**src/rtl/map_scroll_ctrl_if.sv**
```systemverilog
// Map lookup port, collision lookup handshake and window tile stream of map_scroll_ctrl.
// The master modport is the scheduler side; the slave modport is the map/player/renderer side.
interface map_scroll_ctrl_if;
  logic [99:0] map_y;
  logic [2:0]  map_x;
  logic [2:0]  map_state;
  logic        col_req;
  logic [2:0]  col_lane;
  logic        col_ack;
  logic [2:0]  col_state;
  logic        win_valid;
  logic [2:0]  win_row;
  logic [2:0]  win_lane;
  logic [2:0]  win_state;
  logic        win_done;

  modport master (
    output map_y, map_x, col_ack, col_state,
    output win_valid, win_row, win_lane, win_state, win_done,
    input  map_state, col_req, col_lane
  );

  modport slave (
    input  map_y, map_x, col_ack, col_state,
    input  win_valid, win_row, win_lane, win_state, win_done,
    output map_state, col_req, col_lane
  );
endinterface

```
**src/rtl/map_scroll_ctrl.sv**
```systemverilog
// Level scroll position owner and single-port map read scheduler: per-frame window sweep
// into a tile stream, with collision lookups stealing address slots at higher priority.
module map_scroll_ctrl #(
  parameter int ROWS_VIS  = 8,
  parameter int LANES     = 5,
  parameter int SPEED_DIV = 4
) (
  input  logic              clk,
  input  logic              rst,
  input  logic              restart,
  input  logic              run,
  input  logic              frame_start,
  input  logic [10:0]       map_len,
  output logic [6:0]        scroll_pos,
  output logic              finished,
  map_scroll_ctrl_if.master bus
);

  localparam logic [0:0] S_IDLE  = 1'b0;
  localparam logic [0:0] S_SWEEP = 1'b1;

  localparam logic [2:0] LAST_ROW  = 3'(ROWS_VIS - 1);
  localparam logic [2:0] LAST_LANE = 3'(LANES - 1);
  localparam int         FC_W      = (SPEED_DIV > 1) ? $clog2(SPEED_DIV) : 1;
  localparam logic [FC_W-1:0] FC_LAST = FC_W'(SPEED_DIV - 1);

  function automatic logic [10:0] sat_inc(input logic [10:0] pos, input logic [10:0] len);
    if (len == 11'd0)
      sat_inc = 11'd0;
    else if (pos < len - 11'd1)
      sat_inc = pos + 11'd1;
    else
      sat_inc = pos;
  endfunction

  logic [0:0]      state_q, state_d;
  logic [FC_W-1:0] fcnt_q, fcnt_d;
  logic [10:0]     scroll_q, scroll_d;
  logic            fin_q, fin_d;
  logic [2:0]      row_q, row_d;
  logic [2:0]      lane_q, lane_d;
  logic [11:0]     map_y_q, map_y_d;
  logic [2:0]      map_x_q, map_x_d;

  logic            vld_p0_q, vld_p0_d;
  logic            col_p0_q, col_p0_d;
  logic            last_p0_q, last_p0_d;
  logic            zero_p0_q, zero_p0_d;
  logic [2:0]      row_p0_q, row_p0_d;
  logic [2:0]      lane_p0_q, lane_p0_d;

  logic            col_ack_q, col_ack_d;
  logic [2:0]      col_state_q, col_state_d;
  logic            win_valid_q, win_valid_d;
  logic            win_done_q, win_done_d;
  logic [2:0]      win_row_q, win_row_d;
  logic [2:0]      win_lane_q, win_lane_d;
  logic [2:0]      win_state_q, win_state_d;

  logic            start, sweep_on, col_busy, grant, ent_last;
  logic [2:0]      cur_row, cur_lane;
  logic [11:0]     ent_y;

  always_comb begin
    start    = (state_q == S_IDLE) && frame_start;
    sweep_on = (state_q == S_SWEEP) || start;
    col_busy = (vld_p0_q && col_p0_q) || col_ack_q;
    grant    = bus.col_req && !col_busy;
    cur_row  = (state_q == S_IDLE) ? 3'd0 : row_q;
    cur_lane = (state_q == S_IDLE) ? 3'd0 : lane_q;
    ent_last = (cur_row == LAST_ROW) && (cur_lane == LAST_LANE);

    state_d  = state_q;
    fcnt_d   = fcnt_q;
    scroll_d = scroll_q;
    fin_d    = fin_q;
    row_d    = row_q;
    lane_d   = lane_q;
    map_y_d  = map_y_q;
    map_x_d  = map_x_q;

    // Scroll update happens only on frames that actually launch a sweep.
    if (start && run) begin
      fcnt_d = (fcnt_q == FC_LAST) ? '0 : fcnt_q + 1'b1;
      if (fcnt_d == '0)
        scroll_d = sat_inc(scroll_q, map_len);
      if ((map_len == 11'd0) || (scroll_d == map_len - 11'd1))
        fin_d = 1'b1;
    end

    ent_y = 12'(scroll_d) + 12'(cur_row);

    // Issue stage: at most one address per cycle, collision first.
    vld_p0_d  = 1'b0;
    col_p0_d  = 1'b0;
    last_p0_d = 1'b0;
    zero_p0_d = zero_p0_q;
    row_p0_d  = row_p0_q;
    lane_p0_d = lane_p0_q;

    if (grant) begin
      vld_p0_d  = 1'b1;
      col_p0_d  = 1'b1;
      map_y_d   = 12'(scroll_q);
      map_x_d   = bus.col_lane;
      zero_p0_d = (bus.col_lane > LAST_LANE) || (scroll_q >= map_len);
      if (start) begin
        state_d = S_SWEEP;
        row_d   = 3'd0;
        lane_d  = 3'd0;
      end
    end else if (sweep_on) begin
      vld_p0_d  = 1'b1;
      map_y_d   = ent_y;
      map_x_d   = cur_lane;
      row_p0_d  = cur_row;
      lane_p0_d = cur_lane;
      zero_p0_d = ent_y >= 12'(map_len);
      last_p0_d = ent_last;
      if (ent_last) begin
        state_d = S_IDLE;
      end else begin
        state_d = S_SWEEP;
        if (cur_lane == LAST_LANE) begin
          lane_d = 3'd0;
          row_d  = cur_row + 3'd1;
        end else begin
          lane_d = cur_lane + 3'd1;
          row_d  = cur_row;
        end
      end
    end

    // Result stage: map_state belongs to the address issued last cycle.
    win_valid_d = vld_p0_q && !col_p0_q;
    win_done_d  = win_valid_d && last_p0_q;
    win_row_d   = win_row_q;
    win_lane_d  = win_lane_q;
    win_state_d = win_state_q;
    if (win_valid_d) begin
      win_row_d   = row_p0_q;
      win_lane_d  = lane_p0_q;
      win_state_d = zero_p0_q ? 3'd0 : bus.map_state;
    end

    col_ack_d   = vld_p0_q && col_p0_q;
    col_state_d = col_state_q;
    if (col_ack_d)
      col_state_d = zero_p0_q ? 3'd0 : bus.map_state;

    if (restart) begin
      state_d     = S_IDLE;
      fcnt_d      = '0;
      scroll_d    = 11'd0;
      fin_d       = 1'b0;
      vld_p0_d    = 1'b0;
      win_valid_d = 1'b0;
      win_done_d  = 1'b0;
      col_ack_d   = 1'b0;
    end
  end

  always_ff @(posedge clk) begin
    if (rst) begin
      state_q     <= S_IDLE;
      fcnt_q      <= '0;
      scroll_q    <= 11'd0;
      fin_q       <= 1'b0;
      row_q       <= 3'd0;
      lane_q      <= 3'd0;
      map_y_q     <= 12'd0;
      map_x_q     <= 3'd0;
      vld_p0_q    <= 1'b0;
      col_ack_q   <= 1'b0;
      col_state_q <= 3'd0;
      win_valid_q <= 1'b0;
      win_done_q  <= 1'b0;
      win_row_q   <= 3'd0;
      win_lane_q  <= 3'd0;
      win_state_q <= 3'd0;
    end else begin
      state_q     <= state_d;
      fcnt_q      <= fcnt_d;
      scroll_q    <= scroll_d;
      fin_q       <= fin_d;
      row_q       <= row_d;
      lane_q      <= lane_d;
      map_y_q     <= map_y_d;
      map_x_q     <= map_x_d;
      vld_p0_q    <= vld_p0_d;
      col_ack_q   <= col_ack_d;
      col_state_q <= col_state_d;
      win_valid_q <= win_valid_d;
      win_done_q  <= win_done_d;
      win_row_q   <= win_row_d;
      win_lane_q  <= win_lane_d;
      win_state_q <= win_state_d;
    end
  end

  always_ff @(posedge clk) begin
    col_p0_q  <= col_p0_d;
    last_p0_q <= last_p0_d;
    zero_p0_q <= zero_p0_d;
    row_p0_q  <= row_p0_d;
    lane_p0_q <= lane_p0_d;
  end

  assign bus.map_y     = {88'd0, map_y_q};
  assign bus.map_x     = map_x_q;
  assign bus.col_ack   = col_ack_q;
  assign bus.col_state = col_state_q;
  assign bus.win_valid = win_valid_q;
  assign bus.win_done  = win_done_q;
  assign bus.win_row   = win_row_q;
  assign bus.win_lane  = win_lane_q;
  assign bus.win_state = win_state_q;
  assign scroll_pos    = scroll_q[6:0];
  assign finished      = fin_q;

endmodule

```
**src/flat_wrapper.sv**
```systemverilog
// flat-port wrapper written by rule: the top's interface ports become plain ports
module map_scroll_ctrl_flat 
#(
  parameter int ROWS_VIS  = 8,
  parameter int LANES     = 5,
  parameter int SPEED_DIV = 4
)
  (clk, rst, restart, run, frame_start, map_len, scroll_pos, finished, bus_map_y, bus_map_x, bus_col_ack, bus_col_state, bus_win_valid, bus_win_row, bus_win_lane, bus_win_state, bus_win_done, bus_map_state, bus_col_req, bus_col_lane);
  map_scroll_ctrl_if bus_i ();
  input  logic clk;
  input  logic rst;
  input  logic restart;
  input  logic run;
  input  logic frame_start;
  input  logic [10:0] map_len;
  output logic [6:0] scroll_pos;
  output logic finished;
  output wire logic [$bits(bus_i.map_y)-1:0] bus_map_y;
  output wire logic [$bits(bus_i.map_x)-1:0] bus_map_x;
  output wire logic [$bits(bus_i.col_ack)-1:0] bus_col_ack;
  output wire logic [$bits(bus_i.col_state)-1:0] bus_col_state;
  output wire logic [$bits(bus_i.win_valid)-1:0] bus_win_valid;
  output wire logic [$bits(bus_i.win_row)-1:0] bus_win_row;
  output wire logic [$bits(bus_i.win_lane)-1:0] bus_win_lane;
  output wire logic [$bits(bus_i.win_state)-1:0] bus_win_state;
  output wire logic [$bits(bus_i.win_done)-1:0] bus_win_done;
  input wire logic [$bits(bus_i.map_state)-1:0] bus_map_state;
  input wire logic [$bits(bus_i.col_req)-1:0] bus_col_req;
  input wire logic [$bits(bus_i.col_lane)-1:0] bus_col_lane;
  assign bus_map_y = bus_i.map_y;
  assign bus_map_x = bus_i.map_x;
  assign bus_col_ack = bus_i.col_ack;
  assign bus_col_state = bus_i.col_state;
  assign bus_win_valid = bus_i.win_valid;
  assign bus_win_row = bus_i.win_row;
  assign bus_win_lane = bus_i.win_lane;
  assign bus_win_state = bus_i.win_state;
  assign bus_win_done = bus_i.win_done;
  assign bus_i.map_state = bus_map_state;
  assign bus_i.col_req = bus_col_req;
  assign bus_i.col_lane = bus_col_lane;
  map_scroll_ctrl #(.ROWS_VIS(ROWS_VIS), .LANES(LANES), .SPEED_DIV(SPEED_DIV)) u_core (.clk(clk), .rst(rst), .restart(restart), .run(run), .frame_start(frame_start), .map_len(map_len), .scroll_pos(scroll_pos), .finished(finished), .bus(bus_i));
endmodule
```
**config.mk**
```make
export PLATFORM = sky130hd
export DESIGN_NAME = map_scroll_ctrl_flat
export DESIGN_NICKNAME = d
export VERILOG_FILES = /design/src/rtl/map_scroll_ctrl_if.sv /design/src/rtl/map_scroll_ctrl.sv /design/src/flat_wrapper.sv
export SDC_FILE = /design/constraint.sdc
export NUM_CORES = 1
export LEC_CHECK = 0
export CELL_PAD_IN_SITES_DETAIL_PLACEMENT = 0
export CELL_PAD_IN_SITES_GLOBAL_PLACEMENT = 1
export CORE_ASPECT_RATIO = 1.75
export CORE_MARGIN = 5
export CORE_UTILIZATION = 30
export CTS_CLUSTER_SIZE = 10
export DETAILED_ROUTE_END_ITERATION = 8
export HOLD_SLACK_MARGIN = 0.05
export PLACE_DENSITY_LB_ADDON = 0.1
export SYNTH_ARGS = -nofsm -noshare
export SYNTH_HDL_FRONTEND = slang
export SYNTH_SLANG_ARGS = --single-unit
```
**constraint.sdc**
```tcl
create_clock -name clk -period 8.8 [get_ports clk]
set_input_delay 1.76 -clock clk [delete_from_list [all_inputs] [get_ports clk]]
set_output_delay 1.76 -clock clk [all_outputs]
set_load 0.05 [all_outputs]
```
==> results.toml, run 1 <==
[outcome]
status = "finished clean"

[setup_path]
r2r_slack_ns = 3.44
crit_path_start_kind = "input port"
timing.rr.start = "u_core.scroll_q[10]"
cp_max_fo = 11
crit_required_ns = 8.86
worstSetupPathType = "in -> reg"
endpoint_kind = "flip-flop"
worstSetupEndpoint = "u_core.zero_p0_q"
startpoint = "map_len[0]"
regToRegEndpoint = "u_core.zero_p0_q"
r2r_cells = 21
worstPathArrival_ns = 7.96

[routing]
wl_um = 16200
via_per_inst = 4.71
vias = 4306
first_pass_iters = 4
drt_iter0_drc = 158
ant_nets = 0
wire_per_inst_um = 17.7
drc_errors = 0

[clocking]
cts_inserted_buffers = 9
clk-insertion-delay-late_ns = 0.33
hold_buffers = 0
cts_max_level = 3
clock-root-buffer = "clkbuf_16"
clk_transition_reported_paths_ns = 0.06
clock-sinks = 61
cts.path.max_buffers = 2
cts_setup_buffers = 0
cts_resized = 0
cts_tree = "done"

[timing]
hold_viol_final = 0
worst_pin_slew_ns = 0.819
holdWs_ns = 0.449
max_freq_mhz = 127
fin_crit_sh = 0.897
tns_ns = 0
relSlewSlack = 0.454
skew_ns = 0.00814
setup_viol = 0
slew_violations = 0
grt_setup_unrepaired = "no"
period_needed_ns = 7.90

[floorplanning]
die_h_um = 182
die_area_sq_um = 19600
io_pins = 149
row_count = 62
die_w_um = 108
start_util = 0.305
coreArea_sq_um = 16500

[synthesis]
synth_flop_cell = "dfxtp_1"
synth.largest_area_cell = "dfxtp_1"
synth_edf_count = 7
netlist_area_sq_um = 5050
yosysMostFrequentCell = "buf_4"
ys_seq_area_frac = 0.256
synth.distinct_cells = 70
synth_common_cells = "buf_4, nand2_1, nor2_1, dfxtp_1"
yosys.area.top_type_share = 0.214
ys_warn_count = 0
async_reset_ff_frac = 0
synth_area_leaders = "dfxtp_1, buf_4, ha_1"
ys_seq_elements = 61
synth_cells = 639
syn_area_per_cell_sq_um = 7.90

[power]
p_per_area_nw_per_um2 = 147
irDropWorstVdd_uv = 83.2
p_leak_uw = 0.00246
finalPower_uw = 849

[placement]
place.gp.congestion = 0.846
port_buffers = 60
dp.final_hpwl_um = 13000
post-place-cells = 898

[grt]
grt_pass1_vias = 4326
grt_usage = 0.164
grt_max_degree = 35
antenna_found_initial = 0
grt_pass1_wl_um = 24700
overflow = 0

[finish]
final_util = 0.350
antenna_cells = 0
layout-drive-gt1-share = 0.0594
final_nets = 753
fin_cells = 914
syn2layout_area_growth_pct = 14.7

[hold_path]
hold_path.class = "reg -> reg"

[flow_run]
drv_cap = 0
power by group:
part           switching, uW  total [uW]  internal, uW
Combinational            153         193          39.1
Clock                    141         361           220
Sequential              5.45         296           290
layout make-up:
type                    count  area, sq um
multi-input cells         520         3160
clock buffers               9          225
repair buffers             69          668
clock inverters             7         75.1
inverters                  24         90.1
well taps                 224          280
fillers                  1777        10700
flip-flops and latches     61         1290
worst min-delay path by stage:
stage	start	to	cells past startpoint
3_3_place_gp	u_core.last_p0_q	u_core.bus.win_done	1
6_report	u_core.last_p0_q	u_core.bus.win_done	1
2_1_floorplan	u_core.last_p0_q	u_core.bus.win_done	1
3_5_place_dp	u_core.last_p0_q	u_core.bus.win_done	1
5_1_grt	u_core.bus.col_state[1]	u_core.bus.col_state[1]	2
4_1_cts	u_core.last_p0_q	u_core.bus.win_done	1
registers in the layout, summed over array words and instances, names as in the netlist, 2 cells and up:
signal	cells
u_core.map_y_q	12
u_core.scroll_q	11
u_core.bus.col_state	3
u_core.bus.map_x	3
u_core.bus.win_lane	3
u_core.bus.win_row	3
u_core.bus.win_state	3
u_core.lane_p0_q	3
u_core.lane_q	3
u_core.row_p0_q	3
u_core.row_q	3
u_core.fcnt_q	2
cell usage in the layout, fill, tap and decap left out, types with 6 or more instances in the layout:
cell and n:
clkdlybuf4s50_1 60, buf_4 9, edfxtp_1 7, nor2b_1 6, and2_1 7, clkbuf_16 9, inv_1 24, o21ai_0 15
a211oi_1 9, a21oi_1 44, a21o_1 11, nor4_1 7, xnor2_1 21, xor2_1 9, and3_1 8, nor2_1 57
o31ai_1 6, dfxtp_1 54, nand4_1 9, nand3_1 13, nor3_1 24, nand2_1 67, ha_1 44, conb_1 88
through the flow:
stage | worst slack (ns) | area, sq um
after floorplan | 1.72 | 5370
after global placement | 0.631 | 5490
after detailed placement | 0.533 | 5490
after CTS | 0.856 | 5790
after global routing | 0.378 | 5790
final | 0.904 | 5790
metal layers:
layer / vias up / wire length, um / track usage
met5: - / 0 / 0
met4: 0 / 671 / 0.0758
met3: 35 / 731 / 0.0252
met2: 151 / 8750 / 0.314
met1: 1982 / 6040 / 0.171
li1: 2138 / - / -
critical path: stages:
cell and delay, ns:
clkdlybuf4s50_1 0.54, nor2_1 0.33, nand4_1 0.19, or3_1 0.35, xnor2_1 0.31, ha_1 0.31, nand4_1 0.16, o21ai_1 0.13
or2_1 0.39, nor2_1 0.27, o21ai_0 0.16, a2bb2oi_1 0.37, inv_1 0.09, ha_1 0.28, a21o_1 0.11, a21oi_1 0.09
a21oi_1 0.15, nand2_1 0.16, nor3_1 0.32, xnor2_1 0.21, ha_1 0.30, a21o_1 0.18, a211o_1 0.31, a2111oi_0 0.24
or3_1 0.16, a21oi_1 0.06
logic make-up after synthesis:
kind of cell | synth area share
buf+inv | 0.183
compound gates | 0.174
flops | 0.256
simple gates | 0.218
mux | 0.00297
xor+xnor | 0.0521
fa+ha+maj | 0.113
other cells | 0.000743
(Power assumes the default switching activity.)
==> run 2: changes to the inputs <==
- CORE_UTILIZATION: 30 -> 35
==> run 2 against run 1 <==
Die area shrank 13%. Clock power is essentially flat. Fmax increased by 1.9%. Utilization up 5.0 points. Clock skew down 0.0029 ns. Count of clock-buffer cells in the layout rose by 3. Sequential cell count stayed put. Via count rose by 1.6%. Sequential share of layout area is 0.26 points higher. Critical path depth stayed put. Wire length decreased by 4.3%. First-iteration DRC count decreased by 10%. Critical path type unchanged.
==> results.toml, run 2 (synthesis gave the netlist of run 1 again) <==
[clocking]
cts_max_level = 3
cts_tree = "done"
clock-sinks = 61
cts_setup_buffers = 0
clock-root-buffer = "clkbuf_16"
cts.path.max_buffers = 2
clk_transition_reported_paths_ns = 0.05
cts_resized = 0
clk-insertion-delay-late_ns = 0.33
cts_inserted_buffers = 9
hold_buffers = 0

[timing]
relSlewSlack = 0.500
hold_viol_final = 0
period_needed_ns = 7.75
fin_ws_ns = 1.05
fin_crit_sh = 0.880
grt_setup_unrepaired = "no"
setup_viol = 0
max_freq_mhz = 129
tns_ns = 0
worst_pin_slew_ns = 0.751
skew_ns = 0.00522
slew_violations = 0

[routing]
ant_nets = 0
wl_um = 15500
first_pass_iters = 4
via_per_inst = 5.04
drt_iter0_drc = 142
wire_per_inst_um = 17.8
vias = 4375
drc_errors = 0

[finish]
final_cell_mix = "conb_1, nand2_1, clkdlybuf4s50_1"
antenna_cells = 0
regMostFlops = "u_core.map_y_q"
final_nets = 751
layout-drive-gt1-share = 0.0552
reg_top3 = "u_core.map_y_q (12), u_core.scroll_q (11)"
final_common_cell = "conb_1"
final_cell_area_sq_um = 5720
largest_reg_flops = 12
syn2layout_area_growth_pct = 13.4
fin_cells = 868

[power]
irDropWorstVdd_uv = 65.9
p_leak_uw = 0.00246
p_per_area_nw_per_um2 = 148

[setup_path]
crit_path_start_kind = "input port"
crit_family = "simple AND/OR/NAND/NOR gates"
worstPathArrival_ns = 7.81
cp_slowest_cell = "clkdlybuf4s50_1"
critPathBufInv = 2
crit_required_ns = 8.86
endpoint_kind = "flip-flop"
critPathMaxStageDelay_ns = 0.54
worstSetupPathType = "in -> reg"
cp_max_fo = 8

[placement]
post-place-cells = 852
place_ws_ns = 0.751
port_buffers = 60
place.gp.congestion = 0.881
dp.final_hpwl_um = 12300
post_dp_cell_area_sq_um = 5420

[floorplanning]
die_h_um = 169
die_area_sq_um = 17000
die_w_um = 101
io_pins = 149
coreArea_sq_um = 14300
start_util = 0.353
row_count = 58

[grt]
grt_util_met3 = 0.0268
global_route.usage.met1 = 0.195
grt_util_met2 = 0.335
grt_pass1_wl_um = 24100
antenna_found_initial = 0
grt_pass1_vias = 4427
grt_usage = 0.182
overflow = 0
grt_max_degree = 35
grt_busiest_layer = "met2"

[flow_run]
drv_cap = 0

[outcome]
status = "finished clean"

[hold_path]
hold_path.class = "reg -> reg"
run 2: changes by cell type in the layout (fill, tap and decap cells not counted), sizes merged:
cell / delta
clkbuf: +3
buf: -2
clkinvlp: -2
inv: -1
run 2: final timing paths:
kind | from | endpoint | slack [ns] | cells after the start
worst min-delay path | u_core.last_p0_q | u_core.bus.win_done | 0.45 | 1
worst max-delay path | map_len[0] | u_core.zero_p0_q | 1.05 | 26
worst min register to register | u_core.last_p0_q | u_core.bus.win_done | 0.45 | 1
worst max register to register | u_core.scroll_q[3] | u_core.zero_p0_q | 3.44 | 21
run 2: layer usage:
layer	wire length (um)	share of wire
met1	5500	0.36
met2	8400	0.54
met4	582	0.038
met3	1000	0.065
met5	0	0
run 2: layout make-up:
| type | count | area (sq um) |
|---|---|---|
| Fill cell | 1514 | 8570 |
| Multi-Input combinational cell | 520 | 3160 |
| Sequential cell | 61 | 1290 |
| Timing Repair Buffer | 67 | 653 |
| Clock buffer | 12 | 256 |
| Tap cell | 180 | 225 |
| Inverter | 24 | 90.1 |
| Clock inverter | 4 | 47.5 |
run 2: through the flow:
step                      total power, uW  hold WS (ns)  utilization
after global placement                493         0.435        0.379
after CTS                             857         0.446        0.400
after detailed placement              493         0.434        0.379
after global routing                  884         0.471        0.400
after floorplan                       480         0.429            -
final                                 849         0.446        0.400
run 2: report_power, final:
part | switching (uW) | total, uW | internal, uW | leakage [uW]
Clock | 127 | 361 | 234 | 0.000149
Sequential | 5.41 | 296 | 290 | 0.000510
Combinational | 153 | 192 | 38.9 | 0.00180
